$ cat src/rtl/mem_port_arbiter_if.sv
// ---------------------------------------------------------------------------
// mem_port_arbiter_if
// Bundles the three memory ports around the arbiter: the instruction-fetch
// read port (if_*), the MEM-stage read/write port (mem_*) and the single
// downstream physical memory port (pmem_*).
//
// Handshake (all three ports): a request (read/write) is held high together
// with address/byte-enables/wdata until the responder pulses resp for exactly
// one cycle; rdata is meaningful only in that resp cycle.
//
// Modports:
//   slave  - the arbiter: takes IF/MEM requests, drives their resp/rdata,
//            issues pmem requests and takes pmem resp/rdata.
//   master - the surrounding environment (pipeline + memory model).
// ---------------------------------------------------------------------------
interface mem_port_arbiter_if;
   logic [15:0] if_memaddr;
   logic [1:0]  if_mem_byte_enable;
   logic        if_memread;
   logic        if_mem_resp;
   logic [15:0] if_mem_rdata;

   logic [15:0] mem_memaddr;
   logic [1:0]  mem_mem_byte_enable;
   logic        mem_memread;
   logic        mem_memwrite;
   logic [15:0] mem_mem_wdata;
   logic        mem_mem_resp;
   logic [15:0] mem_mem_rdata;

   logic [15:0] pmem_address;
   logic [1:0]  pmem_byte_enable;
   logic        pmem_read;
   logic        pmem_write;
   logic [15:0] pmem_wdata;
   logic        pmem_resp;
   logic [15:0] pmem_rdata;

   modport slave (
      input  if_memaddr, if_mem_byte_enable, if_memread,
      output if_mem_resp, if_mem_rdata,
      input  mem_memaddr, mem_mem_byte_enable, mem_memread, mem_memwrite, mem_mem_wdata,
      output mem_mem_resp, mem_mem_rdata,
      output pmem_address, pmem_byte_enable, pmem_read, pmem_write, pmem_wdata,
      input  pmem_resp, pmem_rdata
   );

   modport master (
      output if_memaddr, if_mem_byte_enable, if_memread,
      input  if_mem_resp, if_mem_rdata,
      output mem_memaddr, mem_mem_byte_enable, mem_memread, mem_memwrite, mem_mem_wdata,
      input  mem_mem_resp, mem_mem_rdata,
      input  pmem_address, pmem_byte_enable, pmem_read, pmem_write, pmem_wdata,
      output pmem_resp, pmem_rdata
   );
endinterface

$ cat src/rtl/mem_port_arbiter.sv
// ---------------------------------------------------------------------------
// mem_port_arbiter
// Serialises the IF read port and the MEM read/write port onto one physical
// memory port. MEM has priority; after IF_STARVE_LIMIT consecutive MEM grants
// made while IF was waiting, IF wins the next conflict.
//
// Ports:
//   clk, rst_n         - clock, asynchronous active-low reset
//   bus (slave)        - IF, MEM and pmem handshake signals
//   busy               - high while a downstream transaction is outstanding
//   dbg_state_o        - current FSM state (IDLE=0, SERVE_IF=1, SERVE_MEM=2)
//   dbg_starve_cnt_o   - starvation counter
// ---------------------------------------------------------------------------
module mem_port_arbiter #(
   parameter int IF_STARVE_LIMIT = 4,
   parameter int CNT_W           = 3
) (
   input  logic                 clk,
   input  logic                 rst_n,
   mem_port_arbiter_if.slave    bus,
   output logic                 busy,
   output logic [1:0]           dbg_state_o,
   output logic [CNT_W-1:0]     dbg_starve_cnt_o
);

   typedef enum logic [1:0] {
      IDLE      = 2'd0,
      SERVE_IF  = 2'd1,
      SERVE_MEM = 2'd2
   } state_t;

   localparam logic [CNT_W-1:0] LIMIT_C = CNT_W'(IF_STARVE_LIMIT);
   localparam bit               OVR_EN  = (IF_STARVE_LIMIT != 0);

   state_t           state_q, state_d;
   logic [CNT_W-1:0] cnt_q, cnt_d;
   logic [15:0]      addr_q, addr_d;
   logic [1:0]       be_q, be_d;
   logic             rd_q, rd_d;
   logic             wr_q, wr_d;
   logic [15:0]      wdata_q, wdata_d;

   logic mem_req;
   logic if_req;
   logic grant_if;

   assign mem_req = bus.mem_memread | bus.mem_memwrite;
   assign if_req  = bus.if_memread;
   // IF wins when alone, or on a conflict once MEM has starved it long enough.
   assign grant_if = if_req & (~mem_req | (OVR_EN & (cnt_q == LIMIT_C)));

   always_ff @(posedge clk or negedge rst_n) begin
      if (!rst_n) begin
         state_q <= IDLE;
         cnt_q   <= '0;
         addr_q  <= '0;
         be_q    <= '0;
         rd_q    <= 1'b0;
         wr_q    <= 1'b0;
         wdata_q <= '0;
      end else begin
         state_q <= state_d;
         cnt_q   <= cnt_d;
         addr_q  <= addr_d;
         be_q    <= be_d;
         rd_q    <= rd_d;
         wr_q    <= wr_d;
         wdata_q <= wdata_d;
      end
   end

   always_comb begin
      state_d = state_q;
      cnt_d   = cnt_q;
      addr_d  = addr_q;
      be_d    = be_q;
      rd_d    = rd_q;
      wr_d    = wr_q;
      wdata_d = wdata_q;
      case (state_q)
         IDLE: begin
            rd_d = 1'b0;
            wr_d = 1'b0;
            if (grant_if) begin
               addr_d  = bus.if_memaddr;
               be_d    = bus.if_mem_byte_enable;
               rd_d    = 1'b1;
               cnt_d   = '0;
               state_d = SERVE_IF;
            end else if (mem_req) begin
               addr_d  = bus.mem_memaddr;
               be_d    = bus.mem_mem_byte_enable;
               wdata_d = bus.mem_mem_wdata;
               // A simultaneous read+write request is treated as a write.
               wr_d    = bus.mem_memwrite;
               rd_d    = bus.mem_memread & ~bus.mem_memwrite;
               if (if_req && (cnt_q != LIMIT_C)) cnt_d = cnt_q + 1'b1;
               state_d = SERVE_MEM;
            end
         end
         SERVE_IF, SERVE_MEM: begin
            if (bus.pmem_resp) begin
               rd_d    = 1'b0;
               wr_d    = 1'b0;
               state_d = IDLE;
            end
         end
         default: begin
            rd_d    = 1'b0;
            wr_d    = 1'b0;
            state_d = IDLE;
         end
      endcase
   end

   assign bus.pmem_address     = addr_q;
   assign bus.pmem_byte_enable = be_q;
   assign bus.pmem_read        = rd_q;
   assign bus.pmem_write       = wr_q;
   assign bus.pmem_wdata       = wdata_q;

   // Completion is routed combinationally to whichever port owns the transfer.
   assign bus.if_mem_resp   = (state_q == SERVE_IF)  & bus.pmem_resp;
   assign bus.mem_mem_resp  = (state_q == SERVE_MEM) & bus.pmem_resp;
   assign bus.if_mem_rdata  = bus.pmem_rdata;
   assign bus.mem_mem_rdata = bus.pmem_rdata;

   assign busy             = (state_q != IDLE);
   assign dbg_state_o      = state_q;
   assign dbg_starve_cnt_o = cnt_q;

endmodule

$ cat src/flat_wrapper.sv
// flat-port wrapper written by rule: the top's interface ports become plain ports
module mem_port_arbiter_flat 
#(
   parameter int IF_STARVE_LIMIT = 4,
   parameter int CNT_W           = 3
)
  (clk, rst_n, busy, dbg_state_o, dbg_starve_cnt_o, bus_if_memaddr, bus_if_mem_byte_enable, bus_if_memread, bus_if_mem_resp, bus_if_mem_rdata, bus_mem_memaddr, bus_mem_mem_byte_enable, bus_mem_memread, bus_mem_memwrite, bus_mem_mem_wdata, bus_mem_mem_resp, bus_mem_mem_rdata, bus_pmem_address, bus_pmem_byte_enable, bus_pmem_read, bus_pmem_write, bus_pmem_wdata, bus_pmem_resp, bus_pmem_rdata);
  mem_port_arbiter_if bus_i ();
  input  logic clk;
  input  logic rst_n;
  output logic busy;
  output logic [1:0] dbg_state_o;
  output logic [CNT_W-1:0] dbg_starve_cnt_o;
  input wire logic [$bits(bus_i.if_memaddr)-1:0] bus_if_memaddr;
  input wire logic [$bits(bus_i.if_mem_byte_enable)-1:0] bus_if_mem_byte_enable;
  input wire logic [$bits(bus_i.if_memread)-1:0] bus_if_memread;
  output wire logic [$bits(bus_i.if_mem_resp)-1:0] bus_if_mem_resp;
  output wire logic [$bits(bus_i.if_mem_rdata)-1:0] bus_if_mem_rdata;
  input wire logic [$bits(bus_i.mem_memaddr)-1:0] bus_mem_memaddr;
  input wire logic [$bits(bus_i.mem_mem_byte_enable)-1:0] bus_mem_mem_byte_enable;
  input wire logic [$bits(bus_i.mem_memread)-1:0] bus_mem_memread;
  input wire logic [$bits(bus_i.mem_memwrite)-1:0] bus_mem_memwrite;
  input wire logic [$bits(bus_i.mem_mem_wdata)-1:0] bus_mem_mem_wdata;
  output wire logic [$bits(bus_i.mem_mem_resp)-1:0] bus_mem_mem_resp;
  output wire logic [$bits(bus_i.mem_mem_rdata)-1:0] bus_mem_mem_rdata;
  output wire logic [$bits(bus_i.pmem_address)-1:0] bus_pmem_address;
  output wire logic [$bits(bus_i.pmem_byte_enable)-1:0] bus_pmem_byte_enable;
  output wire logic [$bits(bus_i.pmem_read)-1:0] bus_pmem_read;
  output wire logic [$bits(bus_i.pmem_write)-1:0] bus_pmem_write;
  output wire logic [$bits(bus_i.pmem_wdata)-1:0] bus_pmem_wdata;
  input wire logic [$bits(bus_i.pmem_resp)-1:0] bus_pmem_resp;
  input wire logic [$bits(bus_i.pmem_rdata)-1:0] bus_pmem_rdata;
  assign bus_i.if_memaddr = bus_if_memaddr;
  assign bus_i.if_mem_byte_enable = bus_if_mem_byte_enable;
  assign bus_i.if_memread = bus_if_memread;
  assign bus_if_mem_resp = bus_i.if_mem_resp;
  assign bus_if_mem_rdata = bus_i.if_mem_rdata;
  assign bus_i.mem_memaddr = bus_mem_memaddr;
  assign bus_i.mem_mem_byte_enable = bus_mem_mem_byte_enable;
  assign bus_i.mem_memread = bus_mem_memread;
  assign bus_i.mem_memwrite = bus_mem_memwrite;
  assign bus_i.mem_mem_wdata = bus_mem_mem_wdata;
  assign bus_mem_mem_resp = bus_i.mem_mem_resp;
  assign bus_mem_mem_rdata = bus_i.mem_mem_rdata;
  assign bus_pmem_address = bus_i.pmem_address;
  assign bus_pmem_byte_enable = bus_i.pmem_byte_enable;
  assign bus_pmem_read = bus_i.pmem_read;
  assign bus_pmem_write = bus_i.pmem_write;
  assign bus_pmem_wdata = bus_i.pmem_wdata;
  assign bus_i.pmem_resp = bus_pmem_resp;
  assign bus_i.pmem_rdata = bus_pmem_rdata;
  mem_port_arbiter #(.IF_STARVE_LIMIT(IF_STARVE_LIMIT), .CNT_W(CNT_W)) u_core (.clk(clk), .rst_n(rst_n), .bus(bus_i), .busy(busy), .dbg_state_o(dbg_state_o), .dbg_starve_cnt_o(dbg_starve_cnt_o));
endmodule
$ cat config.mk
export PLATFORM = sky130hd
export DESIGN_NAME = mem_port_arbiter_flat
export DESIGN_NICKNAME = d
export VERILOG_FILES = /design/src/rtl/mem_port_arbiter_if.sv /design/src/rtl/mem_port_arbiter.sv /design/src/flat_wrapper.sv
export SDC_FILE = /design/constraint.sdc
export NUM_CORES = 1
export LEC_CHECK = 0
export ABC_CLOCK_PERIOD_IN_PS = 3600
export CAP_MARGIN = 40
export CORE_MARGIN = 2
export CORE_UTILIZATION = 30
export DETAILED_ROUTE_END_ITERATION = 8
export HOLD_SLACK_MARGIN = 0.08
export PLACE_DENSITY = 0.7
export SLEW_MARGIN = 20
export SYNTH_ARGS = -nofsm -noshare
export SYNTH_HDL_FRONTEND = slang
export SYNTH_SLANG_ARGS = --single-unit
$ cat constraint.sdc
create_clock -name clk -period 3.6 [get_ports clk]
set_input_delay 0.72 -clock clk [delete_from_list [all_inputs] [get_ports clk]]
set_output_delay 0.72 -clock clk [all_outputs]
set_load 0.03 [all_outputs]
==> results.md <==
- Total die area: 8020 µm²
- CTS tree: yes
- CP startpoint kind: primary input
- Commonest non-fill, non-tap cell in the layout: clkdlybuf4s50_1
- M1 GR Usage: 0.182
- TNS Setup: 0 ns
- Met3 Use GR: 0.0489
- Placed insts: 374
- Synthesized area: 2200 µm²
- Post-Syn Instances: 216
- Post-layout minimum cycle time: 2.75 ns
- Post-DR wirelength/cell: 14.7 µm
- Synthesis-to-finish area growth: 44.8%
- Fraction of final layout cells sized beyond drive strength 1: 0.0848
- Synth unique cells: 33
- Skew final: 0.00789 ns
- CP Launch Point: bus_pmem_resp
- Clock transition at path regs: 0.08 ns
- Static leakage: 1.27 nW
- Die W: 89.6 µm
- # DRC: 0
- Multiplexer area fraction after synthesis: 0.0821
- GP Congestion: 0.719
- Post-route setup slack: 0.854 ns
- Adder and majority cell fraction of the synthesized area: 0.0285
- DP Wirelength: 4190 µm
- I/O Pins: 150
- Hold Vio Cnt, Final: 0
- Post-CTS Setup Repair Bufs: 0
- Syn Nets: 295
- Max-slew violations: 0
- Syn Area/Cell: 10.2 µm²
- Register area share after synthesis: 0.467
- R2r endpoint: u_core.bus.pmem_wdata[7]
- Core box area: 7180 µm²
- Starting density of the core: 0.306
- Setup Crit Path Kind: in -> out
- Global-route wire length before repair: 8860 µm
- Vias per cell: 4.74
- Pwr per Cell Area: 911 nW/µm²
- Routed wire length: 5620 µm
- CP required: 2.88 ns
- Seq cells post-synth: 41
- CTS sink count: 41
- Vias in the first global route: 1850
- Setup crit end kind: output pin
- Hold Crit Class: in -> async
- Initial antenna violation count: 0
- Die height: 89.6 µm
- FP Rows: 31
- Final nets: 361
- Worst Max-Slew Pin Slew: 0.713 ns
- N_diodes: 0
- Vias: 1809
- Non-Filler Instances: 382
- Post-place setup slack: 0.846 ns
- Simple-gate portion of the synthesized area: 0.0621
- Clock root buffer: clkbuf_8
- Most used routing layer: met2
- Final setup violation count: 0
- RSZ-0062 raised after global routing: no
- Max_slew headroom: 0.524
- Commonest cells after routing, fill and taps aside: clkdlybuf4s50_1 (100), dfrtp_1 (41), a21oi_1 (20)
- Largest net degree at the start of global routing: 29
- GRT Overall Usage: 0.143
- GR Util met2: 0.230
- CTS Buffer Depth: 2
- Final ANT Viol Nets: 0
- Status: finished clean
- Worst R2R Path Depth: 5
- Tcrit/Tclk final: 0.763
- Total grt overflow: 0
- CP Data Arrival Time: 2.03 ns
- YS warnings: 0
- Crit Reg-Reg Startpoint: u_core.dbg_state_o[0]
- PortBufs: 101
- CTS resizes: 0
- Crit path to: bus_if_mem_resp
- H-tree Lvls: 2
- Reg2reg setup slack: 1.49 ns
- Worst skew pair latency: 0.29 ns
- Area share of xor/xnor cells in the synthesized design: 0
- DR pass1 iterations: 4
- Synth Area in Compound Gates: 0.210
- Total CTS buffers: 5
- CP Max Fanout: 4
- DRT iter0 DRCs: 77
- F_max: 364 MHz
- Main combinational cell family by area after synthesis: compound AO/OA/AOI/OAI gates
- CTS Hold Bufs: 0
- Peak supply drop: 0.266 mV
- MaxCap Viol Count: 0
-- worst max-delay path, cell delays in order --
cell and delay, ns:
clkdlybuf4s50_1 0.51, and2_1 0.14, clkdlybuf4s50_1 0.66
-- cells by family after synthesis --
| family | after synthesis |
|---|---|
| simple gates | 31 |
| flops | 41 |
| fa+ha+maj | 5 |
| compound gates | 72 |
| mux | 16 |
| buf+inv | 51 |
-- worst min path at each step --
stage | endpoint | cells after the start
after floorplan | u_core.bus.pmem_address[0] | 0
after detailed placement | u_core.bus.pmem_write | 1
after global placement | u_core.bus.pmem_write | 1
after CTS | u_core.bus.pmem_wdata[2] | 1
after global routing | u_core.bus.pmem_wdata[2] | 1
final | u_core.bus.pmem_wdata[2] | 1
-- cells in the mapped netlist --
master	n	area [µm²]
a21o_1	3	22.5
o22ai_1	1	6.26
a31oi_1	18	113
nor2b_1	2	12.5
dfrtp_1	41	1030
o21ai_1	1	5.00
o31ai_4	1	21.3
mux2_1	9	101
o31a_1	1	8.76
clkbuf_2	2	10.0
o21bai_1	1	7.51
inv_1	6	22.5
mux2_2	7	78.8
nand2_1	5	18.8
a32oi_1	1	8.76
nand2b_1	1	6.26
buf_4	32	240
buf_6	1	11.3
and2_1	2	12.5
nor4b_1	1	8.76
o21ai_2	1	8.76
clkbuf_1	3	11.3
a211oi_1	1	7.51
a2bb2oi_2	1	15.0
a21oi_1	20	100
o2bb2ai_1	2	17.5
o31ai_1	1	7.51
a31oi_4	1	21.3
nor2_1	18	67.6
o21ai_0	18	90.1
buf_2	7	35.0
nor3_1	2	10.0
ha_1	5	62.6
-- layer usage --
metal  routed length [µm]  part of all wire
met1                 2380              0.42
met2                 2660              0.47
met3                  506             0.090
met4                   63             0.011
met5                    0                 0
-- where the power goes --
part,total [mW],switching (mW),internal [mW]
combinational,1.68,0.958,0.717
sequential,0.830,0.141,0.689
clock,0.389,0.164,0.226
total,2.89,1.26,1.63
-- cell type report --
type	instances	area, µm²
fill	697	4000
timing repair buffer	104	1040
sequential	41	1030
multi-input combinational	124	846
tap	99	124
clock buffer	6	82.6
clock inverter	2	37.5
inverter	6	22.5
-- stage by stage --
step | cell area, µm² | power (mW) | hold slack, ns | util
4_1_cts | 3180 | 2.93 | 0.334 | 0.443
6_report | 3180 | 2.89 | 0.324 | 0.443
2_1_floorplan | 2200 | 1.91 | 0.424 | -
3_5_place_dp | 3060 | 2.52 | 0.477 | 0.426
5_1_grt | 3180 | 3.08 | 0.343 | 0.443
3_3_place_gp | 3040 | 2.50 | 0.466 | 0.424
-- flip-flops by register name, indices dropped and copies added, names as in the netlist --
register	cells
u_core.dbg_starve_cnt_o	3
u_core.bus.pmem_read	1
u_core.dbg_state_o	2
u_core.bus.pmem_write	1
u_core.bus.pmem_address	16
u_core.bus.pmem_wdata	16
u_core.bus.pmem_byte_enable	2
Note: power is estimated with default switching activity, not from simulation.
